===== src/rtl/vga_timing_generator_if.sv =====
// Pixel-position / RGB bus between the VGA timing generator and the video compositor.
// The timing generator drives raster position and framing; the compositor returns RGB.
interface vga_timing_generator_if;
    logic [9:0] pixel_x_pos;
    logic [9:0] pixel_y_pos;
    logic       active_area;
    logic       frame_start;
    logic [7:0] pixel_red;
    logic [7:0] pixel_green;
    logic [7:0] pixel_blue;

    modport master (
        output pixel_x_pos, pixel_y_pos, active_area, frame_start,
        input  pixel_red, pixel_green, pixel_blue
    );

    modport slave (
        input  pixel_x_pos, pixel_y_pos, active_area, frame_start,
        output pixel_red, pixel_green, pixel_blue
    );
endinterface


===== src/rtl/vga_timing_generator.sv =====
// 640x480@60 raster timing: position counters for the compositor, sync/blank delayed
// to line up with the compositor's RGB, and a registered RGB stage toward the DAC.
module vga_timing_generator #(
    parameter int H_VISIBLE  = 640,
    parameter int H_FRONT    = 16,
    parameter int H_SYNC     = 96,
    parameter int H_BACK     = 48,
    parameter int V_VISIBLE  = 480,
    parameter int V_FRONT    = 10,
    parameter int V_SYNC     = 2,
    parameter int V_BACK     = 33,
    parameter int PIPE_DELAY = 2
) (
    input  logic                          clock,
    input  logic                          reset_n,
    input  logic                          pixel_enable,
    vga_timing_generator_if.master        pix,
    output logic                          vga_hsync,
    output logic                          vga_vsync,
    output logic                          vga_blank_n,
    output logic [7:0]                    vga_red,
    output logic [7:0]                    vga_green,
    output logic [7:0]                    vga_blue
);

    localparam int H_TOTAL = H_VISIBLE + H_FRONT + H_SYNC + H_BACK;
    localparam int V_TOTAL = V_VISIBLE + V_FRONT + V_SYNC + V_BACK;

    if (H_TOTAL >= 1024 || V_TOTAL >= 1024) begin : g_bad_totals
        $error("vga_timing_generator: H_TOTAL/V_TOTAL must fit in 10-bit counters");
    end
    if (PIPE_DELAY < 1 || PIPE_DELAY > 7) begin : g_bad_delay
        $error("vga_timing_generator: PIPE_DELAY must be in 1..7");
    end

    localparam logic [9:0] H_LAST   = 10'(H_TOTAL - 1);
    localparam logic [9:0] V_LAST   = 10'(V_TOTAL - 1);
    localparam logic [9:0] H_VIS    = 10'(H_VISIBLE);
    localparam logic [9:0] V_VIS    = 10'(V_VISIBLE);
    localparam logic [9:0] HS_START = 10'(H_VISIBLE + H_FRONT);
    localparam logic [9:0] HS_END   = 10'(H_VISIBLE + H_FRONT + H_SYNC);
    localparam logic [9:0] VS_START = 10'(V_VISIBLE + V_FRONT);
    localparam logic [9:0] VS_END   = 10'(V_VISIBLE + V_FRONT + V_SYNC);

    logic [9:0] h_count;
    logic [9:0] v_count;
    logic       frame_start_q;
    logic       hsync_raw;
    logic       vsync_raw;
    logic       active_raw;

    // Each stage is {hsync, vsync, blank_n}; chain[2:0] is the undelayed decode.
    logic [3*PIPE_DELAY-1:0] sync_sr;
    logic [3*PIPE_DELAY+2:0] chain;

    always_ff @(posedge clock) begin
        if (!reset_n) begin
            h_count       <= '0;
            v_count       <= '0;
            frame_start_q <= 1'b0;
        end else begin
            frame_start_q <= 1'b0;
            if (pixel_enable) begin
                if (h_count == H_LAST) begin
                    h_count <= '0;
                    if (v_count == V_LAST) begin
                        v_count       <= '0;
                        frame_start_q <= 1'b1;
                    end else begin
                        v_count <= v_count + 10'd1;
                    end
                end else begin
                    h_count <= h_count + 10'd1;
                end
            end
        end
    end

    always_comb begin
        hsync_raw  = !((h_count >= HS_START) && (h_count < HS_END));
        vsync_raw  = !((v_count >= VS_START) && (v_count < VS_END));
        active_raw = (h_count < H_VIS) && (v_count < V_VIS);
    end

    assign chain = {sync_sr, hsync_raw, vsync_raw, active_raw};

    // RGB is gated by the stage about to become vga_blank_n, so both land on the same edge.
    always_ff @(posedge clock) begin
        if (!reset_n) begin
            sync_sr   <= {PIPE_DELAY{3'b110}};
            vga_red   <= '0;
            vga_green <= '0;
            vga_blue  <= '0;
        end else if (pixel_enable) begin
            sync_sr <= chain[3*PIPE_DELAY-1:0];
            if (chain[3*PIPE_DELAY-3]) begin
                vga_red   <= pix.pixel_red;
                vga_green <= pix.pixel_green;
                vga_blue  <= pix.pixel_blue;
            end else begin
                vga_red   <= '0;
                vga_green <= '0;
                vga_blue  <= '0;
            end
        end
    end

    assign vga_hsync       = chain[3*PIPE_DELAY+2];
    assign vga_vsync       = chain[3*PIPE_DELAY+1];
    assign vga_blank_n     = chain[3*PIPE_DELAY];
    assign pix.pixel_x_pos = h_count;
    assign pix.pixel_y_pos = v_count;
    assign pix.active_area = active_raw;
    assign pix.frame_start = frame_start_q;

endmodule


===== src/flat_wrapper.sv =====
// flat-port wrapper written by rule: the top's interface ports become plain ports
module vga_timing_generator_flat 
#(
    parameter int H_VISIBLE  = 640,
    parameter int H_FRONT    = 16,
    parameter int H_SYNC     = 96,
    parameter int H_BACK     = 48,
    parameter int V_VISIBLE  = 480,
    parameter int V_FRONT    = 10,
    parameter int V_SYNC     = 2,
    parameter int V_BACK     = 33,
    parameter int PIPE_DELAY = 2
)
  (clock, reset_n, pixel_enable, vga_hsync, vga_vsync, vga_blank_n, vga_red, vga_green, vga_blue, pix_pixel_x_pos, pix_pixel_y_pos, pix_active_area, pix_frame_start, pix_pixel_red, pix_pixel_green, pix_pixel_blue);
  vga_timing_generator_if pix_i ();
  input  logic clock;
  input  logic reset_n;
  input  logic pixel_enable;
  output logic vga_hsync;
  output logic vga_vsync;
  output logic vga_blank_n;
  output logic [7:0] vga_red;
  output logic [7:0] vga_green;
  output logic [7:0] vga_blue;
  output wire logic [$bits(pix_i.pixel_x_pos)-1:0] pix_pixel_x_pos;
  output wire logic [$bits(pix_i.pixel_y_pos)-1:0] pix_pixel_y_pos;
  output wire logic [$bits(pix_i.active_area)-1:0] pix_active_area;
  output wire logic [$bits(pix_i.frame_start)-1:0] pix_frame_start;
  input wire logic [$bits(pix_i.pixel_red)-1:0] pix_pixel_red;
  input wire logic [$bits(pix_i.pixel_green)-1:0] pix_pixel_green;
  input wire logic [$bits(pix_i.pixel_blue)-1:0] pix_pixel_blue;
  assign pix_pixel_x_pos = pix_i.pixel_x_pos;
  assign pix_pixel_y_pos = pix_i.pixel_y_pos;
  assign pix_active_area = pix_i.active_area;
  assign pix_frame_start = pix_i.frame_start;
  assign pix_i.pixel_red = pix_pixel_red;
  assign pix_i.pixel_green = pix_pixel_green;
  assign pix_i.pixel_blue = pix_pixel_blue;
  vga_timing_generator #(.H_VISIBLE(H_VISIBLE), .H_FRONT(H_FRONT), .H_SYNC(H_SYNC), .H_BACK(H_BACK), .V_VISIBLE(V_VISIBLE), .V_FRONT(V_FRONT), .V_SYNC(V_SYNC), .V_BACK(V_BACK), .PIPE_DELAY(PIPE_DELAY)) u_core (.clock(clock), .reset_n(reset_n), .pixel_enable(pixel_enable), .pix(pix_i), .vga_hsync(vga_hsync), .vga_vsync(vga_vsync), .vga_blank_n(vga_blank_n), .vga_red(vga_red), .vga_green(vga_green), .vga_blue(vga_blue));
endmodule

===== config.mk =====
export PLATFORM = sky130hd
export DESIGN_NAME = vga_timing_generator_flat
export DESIGN_NICKNAME = d
export VERILOG_FILES = /design/src/rtl/vga_timing_generator_if.sv /design/src/rtl/vga_timing_generator.sv /design/src/flat_wrapper.sv
export SDC_FILE = /design/constraint.sdc
export NUM_CORES = 1
export LEC_CHECK = 0
export CAP_MARGIN = 5
export CORE_ASPECT_RATIO = 1.2
export CORE_MARGIN = 5
export CORE_UTILIZATION = 41
export CTS_BUF_LIST = sky130_fd_sc_hd__clkbuf_4
export DETAILED_ROUTE_END_ITERATION = 16
export GPL_ROUTABILITY_DRIVEN = 1
export GPL_TIMING_DRIVEN = 0
export PLACE_DENSITY = 0.83
export SLEW_MARGIN = 0
export SYNTH_ARGS = -nofsm -noshare
export SYNTH_HDL_FRONTEND = slang
export SYNTH_SLANG_ARGS = --single-unit

===== constraint.sdc =====
create_clock -name clock -period 1.6 [get_ports clock]
set_clock_uncertainty 0.1 [all_clocks]
set_input_delay 0.48 -clock clock [delete_from_list [all_inputs] [get_ports clock]]
set_output_delay 0.48 -clock clock [all_outputs]
set_load 0.01 [all_outputs]

==> flow_summary_export.csv, run 1 <==
group,metric,value,unit
run_status,outcome,"finished with violations",
run_status,violations,"setup timing",
sta,setup_repair_after_global_routing_missed_its_margin,"yes",
sta,final_setup_slack_of_the_worst_path,-328,ps
worst_setup_path,timing.critical_path.from_type,"flop",
yosys,synth.area.mux_share,2.46,%
worst_setup_path,worstReg2RegStart,"u_core.pix.pixel_x_pos[7]",
die,fp.dieArea,6480,sq um
power,cellLeakagePower,1.38,nW
yosys,synth.ff_latch_count,51,
die,floorplan.initialDensity,41.8,%
clock_tree,cts.clk_slew.worst_paths,150,ps
place,io_buffers,74,
final_layout,syn_to_final_growth,64.1,%
power,totalPowerFinal,2.44,mW
clock_tree,hold_buffers,0,
grt,antenna_found_initial,0,
route,wl_per_cell,16.4,microns
clock_tree,insertion_delay,380,ps
grt,globalRouteOverflowTotal,0,
sta,worst_slew_margin_rel,63.4,%
sta,report.final.hold_viol_count,0,
die,floorplan.core_area,4870,sq um
worst_setup_path,worst_reg_to_reg_setup_slack,-330,ps
hold_path,timing.hold.worst_endpoint,"u_core.sync_sr[5]",
hold_path,min-delay-start,"u_core.sync_sr[5]",
clock_tree,htree_levels,2,
grt,maximum_number_of_pins_on_one_net_before_global_route_repair,17,
yosys,post_synth_and_or_nand_nor_area_fraction,22.0,%
place,detailed_place_hpwl,3950,microns
final_layout,num-nets-final,371,
die,rows,28,
die,dieHeight,87.2,microns
final_layout,antenna-diode-count,0,
sta,max_freq,0.519,GHz
die,boundaryPins,76,
yosys,synthTopCellsByArea,"sky130_fd_sc_hd__dfxtp_1, sky130_fd_sc_hd__a22oi_1, sky130_fd_sc_hd__nor2_1",
route,route.antenna.remaining_nets,0,
yosys,synth-xor-area-share,4.73,%
yosys,yosysUniqueCellTypes,34,
worst_setup_path,worst-r2r-cell-count,6,
power,power.density_cell_area,729,nW/um^2
route,drt_first_pass_iters,4,
sta,final.min_clock_period,1930,ps
worst_setup_path,critical_path.max_fanout,4,
route,drt_first_iter_violations,119,
grt,via_count_of_the_first_global_routing_pass,2101,
worst_setup_path,setup.worst_path.class,"reg -> reg",
die,die_width,74.3,microns
worst_setup_path,cp-end-kind,"flop",
clock_tree,cts.path.max_buffers,2,
hold_path,hold-path-cell-count,2,
sta,layout_worst_path_cycle_share,120,%
route,routed_via_density,5.38,
yosys,yosysTopAreaCellShare,50.1,%
yosys,synth_compound_gate_area_share,14.3,%
yosys,postSynthCellCount,220,
final_layout,final_util,68.7,%
yosys,part_of_the_yosys_area_used_for_sequential_elements,50.1,%
final_layout,drive_gt1_share,40.2,%
worst_setup_path,cp-startpoint,"u_core.pix.pixel_x_pos[7]",
route,drt-total-wl,6590,microns
grt,global_route_wire_length_before_repair,10200,microns
worst_setup_path,cp.arrival,2140,ps
hold_path,min-delay-path-class,"reg -> reg",
place,gp_routability_congestion,0.788,
yosys,syn-cell-area,2040,sq um
clock_tree,cts.root.buffer_cell,"sky130_fd_sc_hd__clkbuf_4",
power,irDropWorstVdd,0.000419,V
sta,timing.final.max_slew_violations,0,
grt,grtUsageTotal,20.3,%
route,remaining_drc_errors,0,
clock_tree,clock-sinks,51,
run,cap_viol_max_count,0,
sta,worst_pin_slew,548,ps
yosys,synthAdderAreaFrac,2.46,%
clock_tree,clock_tree_from_tritoncts,"yes",
worst_setup_path,cp.required,1810,ps
sta,timing.final.setup_violations,20,
yosys,yosysWarnings,0,
yosys,synth_fp_nets,251,
yosys,synth_largest_area_cell,"sky130_fd_sc_hd__dfxtp_1",
yosys,post_synth.cell_area_avg,9.26,sq um
yosys,dominant_combinational_cell_family_by_area_after_synthesis,"simple AND/OR/NAND/NOR gates",
worst_setup_path,r2r_end,"u_core.pix.pixel_y_pos[8]",
clock_tree,cts_buffers,5,
route,vias_post_dr,2159,
## cells in the final DEF, fill, tap and decap left out, types with 9 or more instances in the layout
cell type                         instances
sky130_fd_sc_hd__clkdlybuf4s15_1         12
sky130_fd_sc_hd__buf_6                   23
sky130_fd_sc_hd__clkdlybuf4s50_1         24
sky130_fd_sc_hd__dfxtp_4                 18
sky130_fd_sc_hd__buf_4                   27
sky130_fd_sc_hd__a22oi_1                 24
sky130_fd_sc_hd__clkbuf_2                25
sky130_fd_sc_hd__dfxtp_2                 14
sky130_fd_sc_hd__nand2_1                  9
sky130_fd_sc_hd__nor2_1                  40
sky130_fd_sc_hd__dfxtp_1                 19
## synthesized netlist by cell type, drive strengths merged
master	count
nor4b	1
o31ai	2
nor4bb	1
mux2i	5
inv	6
a21oi	8
a22oi	24
nand3	5
and2	1
nor2	40
and4	2
o41ai	1
nand3b	1
and3b	1
clkbuf	9
dfxtp	51
or3	5
clkinv	1
nand2	10
buf	3
nand4b	1
nand4	9
and3	3
xnor2	5
or4	2
o32ai	1
xor2	6
nor3	5
ha	4
o21ai	7
## per-stage QoR
step                      area, sq um  hold WS, ps  worst slack [ps]  std cells  TNS (ps)
after floorplan                  2050          344             -19.4        220     -19.4
after global placement           2870          356              -812        354    -33180
after detailed placement         2870          366              -816        354    -33550
after CTS                        3290          381              -246        392     -1410
after global routing             3340          398              -392        401     -4670
final                            3340          392              -328        401     -3340
## flip-flops by register name (all words and copies together), names as in the netlist
register / cells
u_core.pix.frame_start: 1
u_core.pix.pixel_x_pos: 10
u_core.pix.pixel_y_pos: 10
u_core.sync_sr: 6
u_core.vga_blue: 8
u_core.vga_green: 8
u_core.vga_red: 8
## how the worst max path moves through the flow
stage | end | depth (start not counted)
global route | u_core.pix.pixel_y_pos[7] | 5
global placement | u_core.pix.pixel_y_pos[1] | 6
CTS | pix_active_area | 3
detailed placement | u_core.pix.pixel_y_pos[1] | 6
floorplan | u_core.pix.pixel_y_pos[7] | 5
finish | u_core.pix.pixel_y_pos[8] | 6
## metal layers
| layer | track usage, % | vias up | part of all wire [%] |
|---|---|---|---|
| li1 | - | 1024 | - |
| met1 | 23.5 | 1018 | 39 |
| met2 | 35.7 | 101 | 50 |
| met3 | 4.39 | 16 | 8.2 |
| met4 | 8.09 | 0 | 2.4 |
| met5 | 0 | - | 0 |
## cell type report
type                       count  area [sq um]
fill                         400          1530
sequential                    51          1110
buffer                        11          65.1
clock inverter                 3          67.6
inverter                       7          30.0
multi-input combinational    151          1010
tap                           60          75.1
clock buffer                   5          37.5
timing repair buffer         113           955
## cells by family (layout without fill, tap and decap cells)
group / Yosys count / in the layout
compound gates: 43 / 44
mux: 5 / 5
fa+ha+maj: 4 / 4
simple gates: 87 / 87
buf+inv: 19 / 139
flops: 51 / 51
xor+xnor: 11 / 11
## power by group
group,internal (mW),switching [mW]
registers,1.27,0.0177
clock network,0.486,0.419
logic,0.127,0.115
## critical path, cell delays in order, from the launching register on
cell and delay [ps]:
sky130_fd_sc_hd__dfxtp_4 390, sky130_fd_sc_hd__buf_6 110, sky130_fd_sc_hd__nor4b_4 380, sky130_fd_sc_hd__buf_4 180, sky130_fd_sc_hd__nand4_1 190, sky130_fd_sc_hd__or3_1 370, sky130_fd_sc_hd__a21oi_1 140
## timing repair
item | 4_1_cts | 5_1_grt
buffers inserted | 28 | 10
endpoints found under the setup margin | 94 | 88
pin swaps | 16 | 4
gates resized for setup | 154 | 95
gates cloned | 2 | 0
No activity file was read; power rests on OpenSTA's default activity.
==> inputs of run 2 (changes only) <==
- CELL_PAD_IN_SITES_DETAIL_PLACEMENT: unset -> 1
- CELL_PAD_IN_SITES_GLOBAL_PLACEMENT: unset -> 2
- CORE_UTILIZATION: 41 -> 24
- PLACE_DENSITY: 0.83 -> 0.84
==> run 2 against run 1 <==
Effect of this change:
- the run still ends with setup timing left
- via count is the same
- utilization fell by 23 points
- final cell count increased by 16%
- largest cell class is now buffers
- highest routed layer unchanged
==> flow_summary_export.csv, run 2 (synthesis results as in run 1) <==
group,metric,value,unit
final_layout,syn_to_final_growth,81.9,%
grt,global_route_wire_length_before_repair,12000,microns
run_status,violations,"setup timing",
worst_setup_path,cp-end-kind,"flop",
route,routed_via_density,4.65,
clock_tree,clock-sinks,51,
sta,timing.final.max_slew_violations,0,
place,gp_routability_congestion,0.733,
sta,worst_slew_margin_rel,61.3,%
worst_setup_path,cp.required,1830,ps
sta,report.final.hold_viol_count,0,
die,floorplan.core_area,8200,sq um
place,detailed_place_hpwl,4490,microns
route,remaining_drc_errors,0,
final_layout,num-fill-cells,951,
grt,maximum_number_of_pins_on_one_net_before_global_route_repair,17,
run,cap_viol_max_count,0,
power,power.density_cell_area,672,nW/um^2
worst_setup_path,critical_path.max_stage_delay,530,ps
die,boundaryPins,76,
worst_setup_path,cp_cell_sequence,"buf_6 -> nor4b_4 -> nand4_4 -> or4_1 -> a21oi_1",
final_layout,num-nets-final,380,
grt,antenna_found_initial,0,
worst_setup_path,cpMaxStageDelayCell,"sky130_fd_sc_hd__or4_1",
place,place_inst,408,
die,die_width,94.1,microns
place,place_ws,-870,ps
grt,globalRouteOverflowTotal,0,
final_layout,drive_gt1_share,52.3,%
clock_tree,insertion_delay,390,ps
clock_tree,clock_tree_from_tritoncts,"yes",
die,dieHeight,111,microns
worst_setup_path,cpLargestDelayFamily,"simple AND/OR/NAND/NOR gates",
route,vias_post_dr,2159,
final_layout,finish.cell_count_without_fillers,464,
run_status,outcome,"finished with violations",
sta,setup_repair_after_global_routing_missed_its_margin,"yes",
die,fp.dieArea,10400,sq um
die,rows,36,
sta,final.min_clock_period,1900,ps
worst_setup_path,critical_path.max_fanout,5,
power,totalPowerFinal,2.49,mW
sta,setup_total_negative_slack,-4170,ps
route,drt_first_pass_iters,5,
worst_setup_path,timing.critical_path.from_type,"flop",
clock_tree,cts.clk_slew.worst_paths,160,ps
grt,via_count_of_the_first_global_routing_pass,2335,
clock_tree,cts_buffers,5,
route,drt_first_iter_violations,56,
sta,timing.final.setup_violations,22,
power,irDropWorstVdd,0.000280,V
sta,worst_pin_slew,580,ps
final_layout,most-common-layout-cells,"sky130_fd_sc_hd__buf_4, sky130_fd_sc_hd__nor2_1, sky130_fd_sc_hd__buf_6",
route,wl_per_cell,16.8,microns
clock_tree,hold_buffers,0,
clock_tree,cts.root.buffer_cell,"sky130_fd_sc_hd__clkbuf_4",
sta,max_freq,0.525,GHz
worst_setup_path,crit_buf_inv,1,
final_layout,antenna-diode-count,0,
clock_tree,htree_levels,2,
final_layout,layout.cells.most_common,"sky130_fd_sc_hd__buf_4",
worst_setup_path,setup.worst_path.class,"reg -> reg",
sta,layout_worst_path_cycle_share,119,%
sta,final_setup_slack_of_the_worst_path,-303,ps
worst_setup_path,cp.arrival,2130,ps
sta,whs,385,ps
route,route.antenna.remaining_nets,0,
hold_path,min-delay-path-class,"reg -> reg",
die,floorplan.initialDensity,24.8,%
place,io_buffers,74,
grt,grtUsageTotal,14.4,%
clock_tree,cts.path.max_buffers,2,
power,cellLeakagePower,1.48,nW
route,drt-total-wl,7780,microns
## run 2: final cells by class
class | instances | area, sq um | share of cell area, %
Clock inverter | 3 | 67.6 | 1.82
Timing Repair Buffer | 123 | 1090 | 29.5
Inverter | 7 | 32.5 | 0.878
Buffer | 11 | 65.1 | 1.76
Multi-Input combinational cell | 150 | 1150 | 31.0
Sequential cell | 51 | 1120 | 30.2
Clock buffer | 5 | 37.5 | 1.01
Tap cell | 114 | 143 | 3.85
## run 2: what timing repair did
action / CTS / global route
pin swaps: 16 / 13
setup buffers: 37 / 12
endpoints found under the setup margin: 93 / 78
resized for setup: 216 / 94
endpoints found under the hold margin: 0 / 0
gates cloned: 2 / 0
## run 2: path summary, 6_finish.rpt
kind,from,endpoint,slack [ps],depth (start not counted)
worst max-delay path,u_core.pix.pixel_x_pos[6],u_core.pix.pixel_y_pos[7],-300,5
worst min-delay path,u_core.sync_sr[4],u_core.sync_sr[4],380,2
worst max register to register,u_core.pix.pixel_x_pos[6],u_core.pix.pixel_y_pos[7],-300,5
worst min register to register,u_core.sync_sr[4],u_core.sync_sr[4],380,2
## run 2: metrics by stage
step	area, sq um	util, %
5_1_grt	3710	45.2
3_5_place_dp	2940	35.8
2_1_floorplan	2050	-
6_report	3710	45.2
3_3_place_gp	2940	35.8
4_1_cts	3560	43.4
## run 2: tightest hold or removal path, delay by kind of cell (launching register included)
kind / cells / cell delay, ps
and+or+nand+nor: 1 / 60
muxes: 1 / 60
DFF: 1 / 360
## run 2: power by group
group	leakage [nW]	internal (mW)	switching [mW]
registers	0.437	1.28	0.0192
clock network	0.0514	0.486	0.447
logic	0.987	0.133	0.130
## run 2: routing by layer
metal	global-route usage (%)	part of all wire, %	up-vias
met4	4.05	2.3	0
met5	0	0	-
met2	25.2	50	71
met1	17.1	42	1020
li1	-	-	1051
met3	3.53	5.7	17
==> inputs of run 3 (changes only) <==
- CORE_MARGIN: 5 -> 4
- REMOVE_ABC_BUFFERS: unset -> 1
- SLEW_MARGIN: 0 -> 20
==> run 3 against run 2 <==
Effect of this change:
- the run still ends with setup timing left
- via count is 1.8% lower
- wire length is 9.7% lower
- sequential power hardly changed
- non-clock buffer count is 12 lower
- clock power is 41% lower
- fmax is 3.7% higher
- die area is 3.9% lower
- largest power group unchanged
- highest routed layer unchanged
==> flow_summary_export.csv, run 3 (synthesis results as in run 1) <==
group,metric,value,unit
clock_tree,cts_buffers,5,
clock_tree,clock-sinks,51,
power,switching_share,24.7,%
final_layout,antenna-diode-count,0,
clock_tree,clock_tree_from_tritoncts,"yes",
grt,grt-busiest-layer,"met2",
place,place_inst,397,
grt,grtUsageTotal,14.3,%
final_layout,design_area,3520,sq um
route,routed_via_density,4.69,
worst_setup_path,critical_path.max_fanout,2,
final_layout,most-common-layout-cells,"sky130_fd_sc_hd__nor2_1, sky130_fd_sc_hd__buf_4, sky130_fd_sc_hd__a22oi_1, sky130_fd_sc_hd__clkdlybuf4s50_1, sky130_fd_sc_hd__buf_6",
final_layout,drive_gt1_share,37.9,%
worst_setup_path,timing.critical_path.from_type,"flop",
die,floorplan.initialDensity,24.8,%
clock_tree,cts.clk_slew.worst_paths,150,ps
power,power.density_cell_area,598,nW/um^2
die,boundaryPins,76,
grt,globalRouteOverflowTotal,0,
die,rows,36,
clock_tree,hold_buffers,0,
worst_setup_path,cpMaxStageDelayCell,"sky130_fd_sc_hd__dfxtp_4",
final_layout,final_util,42.9,%
grt,grt_util_met1,16.4,%
clock_tree,insertion_delay,360,ps
power,pwr-share-seq,61.3,%
sta,report.final.hold_viol_count,0,
die,fp.dieArea,10000,sq um
grt,groute.layer.met3.usage,3.17,%
grt,antenna_found_initial,0,
route,remaining_drc_errors,0,
worst_setup_path,cp.required,1020,ps
route,route.antenna.remaining_nets,0,
route,vias_post_dr,2121,
worst_setup_path,cpLargestDelayFamily,"simple AND/OR/NAND/NOR gates",
sta,setup_repair_after_global_routing_missed_its_margin,"yes",
run_status,violations,"setup timing",
clock_tree,cts.root.buffer_cell,"sky130_fd_sc_hd__clkbuf_4",
final_layout,num-nets-final,370,
die,floorplan.core_area,8200,sq um
worst_setup_path,cp_cell_sequence,"nand4_1 -> and3b_2 -> buf_6",
hold_path,min-delay-path-class,"reg -> reg",
place,detailed_place_hpwl,4110,microns
sta,worst_pin_slew,657,ps
grt,global_route_wire_length_before_repair,11500,microns
worst_setup_path,cp.arrival,1250,ps
sta,final.min_clock_period,1830,ps
worst_setup_path,crit_buf_inv,1,
power,cellLeakagePower,1.43,nW
final_layout,syn_to_final_growth,72.6,%
sta,final_setup_slack_of_the_worst_path,-235,ps
die,dieHeight,109,microns
route,drt-total-wl,7020,microns
power,intPower,1.58,mW
power,irDropWorstVdd,0.000263,V
grt,via_count_of_the_first_global_routing_pass,2227,
worst_setup_path,setup.worst_path.class,"reg -> out",
sta,max_freq,0.545,GHz
grt,maximum_number_of_pins_on_one_net_before_global_route_repair,27,
clock_tree,cts.path.max_buffers,2,
power,power.combinational.fraction,12.3,%
sta,timing.final.max_slew_violations,0,
run,cap_viol_max_count,0,
run_status,outcome,"finished with violations",
power,netSwitchingPower,0.521,mW
sta,layout_worst_path_cycle_share,115,%
sta,worst_slew_margin_rel,56.2,%
place,placement.cell_area,2880,sq um
place,io_buffers,75,
route,wl_per_cell,15.5,microns
power,relative_contribution_of_the_clock_network_to_total_power,26.4,%
clock_tree,htree_levels,2,
worst_setup_path,critical_path.max_stage_delay,380,ps
worst_setup_path,cp-end-kind,"primary output",
final_layout,layout.cells.most_common,"sky130_fd_sc_hd__nor2_1",
route,drt_first_iter_violations,64,
grt,grt_use_met2,26.8,%
route,drt_first_pass_iters,4,
sta,timing.final.setup_violations,11,
die,die_width,92.1,microns
final_layout,finish.cell_count_without_fillers,452,
place,gp_routability_congestion,0.748,
==> run 3: cell types whose count changed in the layout (fill, tap and decap cells not counted), sizes merged <==
| cell | previous run | this run |
|---|---|---|
| inv | 6 | 5 |
| clkbuf | 28 | 12 |
| dlygate4sd2 | 1 | 9 |
| clkdlybuf4s15 | 16 | 23 |
| nand4 | 9 | 10 |
| bufinv | 2 | 0 |
| buf | 70 | 60 |
| clkinv | 0 | 1 |
==> run 3: layer usage <==
metal	vias up	wire (microns)	part of all wire, %
met3	10	370	5.3
met1	1032	2930	42
li1	1019	-	-
met4	0	102	1.5
met5	-	0	0
met2	60	3620	51
==> run 3: repair_timing <==
action	CTS	global route
setup endpoints to repair	98	58
setup buffers	44	6
gates resized for setup	167	64
hold endpoints to repair	0	0
gates cloned	2	0
pin swaps	14	7
==> run 3: final timing paths <==
kind / from / to / slack [ps] / depth (start not counted)
max: u_core.pix.pixel_y_pos[6] / pix_active_area / -230 / 3
min: u_core.sync_sr[4] / u_core.sync_sr[4] / 390 / 2
max reg2reg: u_core.pix.pixel_x_pos[7] / u_core.pix.pixel_y_pos[9] / -150 / 5
min reg2reg: u_core.sync_sr[4] / u_core.sync_sr[4] / 390 / 2
==> run 3: final cells by class <==
class                   instances  area, sq um
repair buffers                122         1130
multi-input cells             151         1050
inverters                       7         31.3
well taps                     114          143
flip-flops and latches         51         1100
fillers                       949         4680
clock buffers                   6         45.0
repair inverters                1         7.51
==> run 3: worst reg2reg max path: cells and delay by family (launching register included) <==
family          cells  cell delay (ps)
compound gates      1              140
buf+inv             1              170
flops               1              390
simple gates        3              910
==> run 3: power groups by stage <==
stage / logic [mW] / clock network [mW] / registers, mW
2_1_floorplan: 0.0743 / 0 / 1.36
3_3_place_gp: 0.236 / 0 / 1.35
3_5_place_dp: 0.240 / 0 / 1.35
4_1_cts: 0.258 / 0.604 / 1.29
5_1_grt: 0.284 / 0.637 / 1.29
6_report: 0.259 / 0.555 / 1.29
==> run 3: stage by stage <==
step | setup WS, ps | setup TNS, ps | power [mW] | hold WS [ps]
finish | -235 | -1160 | 2.10 | 395
global route | -312 | -2480 | 2.22 | 398
CTS | -240 | -1150 | 2.15 | 386
detailed placement | -1480 | -66450 | 1.59 | 374
global placement | -1480 | -67020 | 1.58 | 354
floorplan | -247 | -1280 | 1.43 | 342
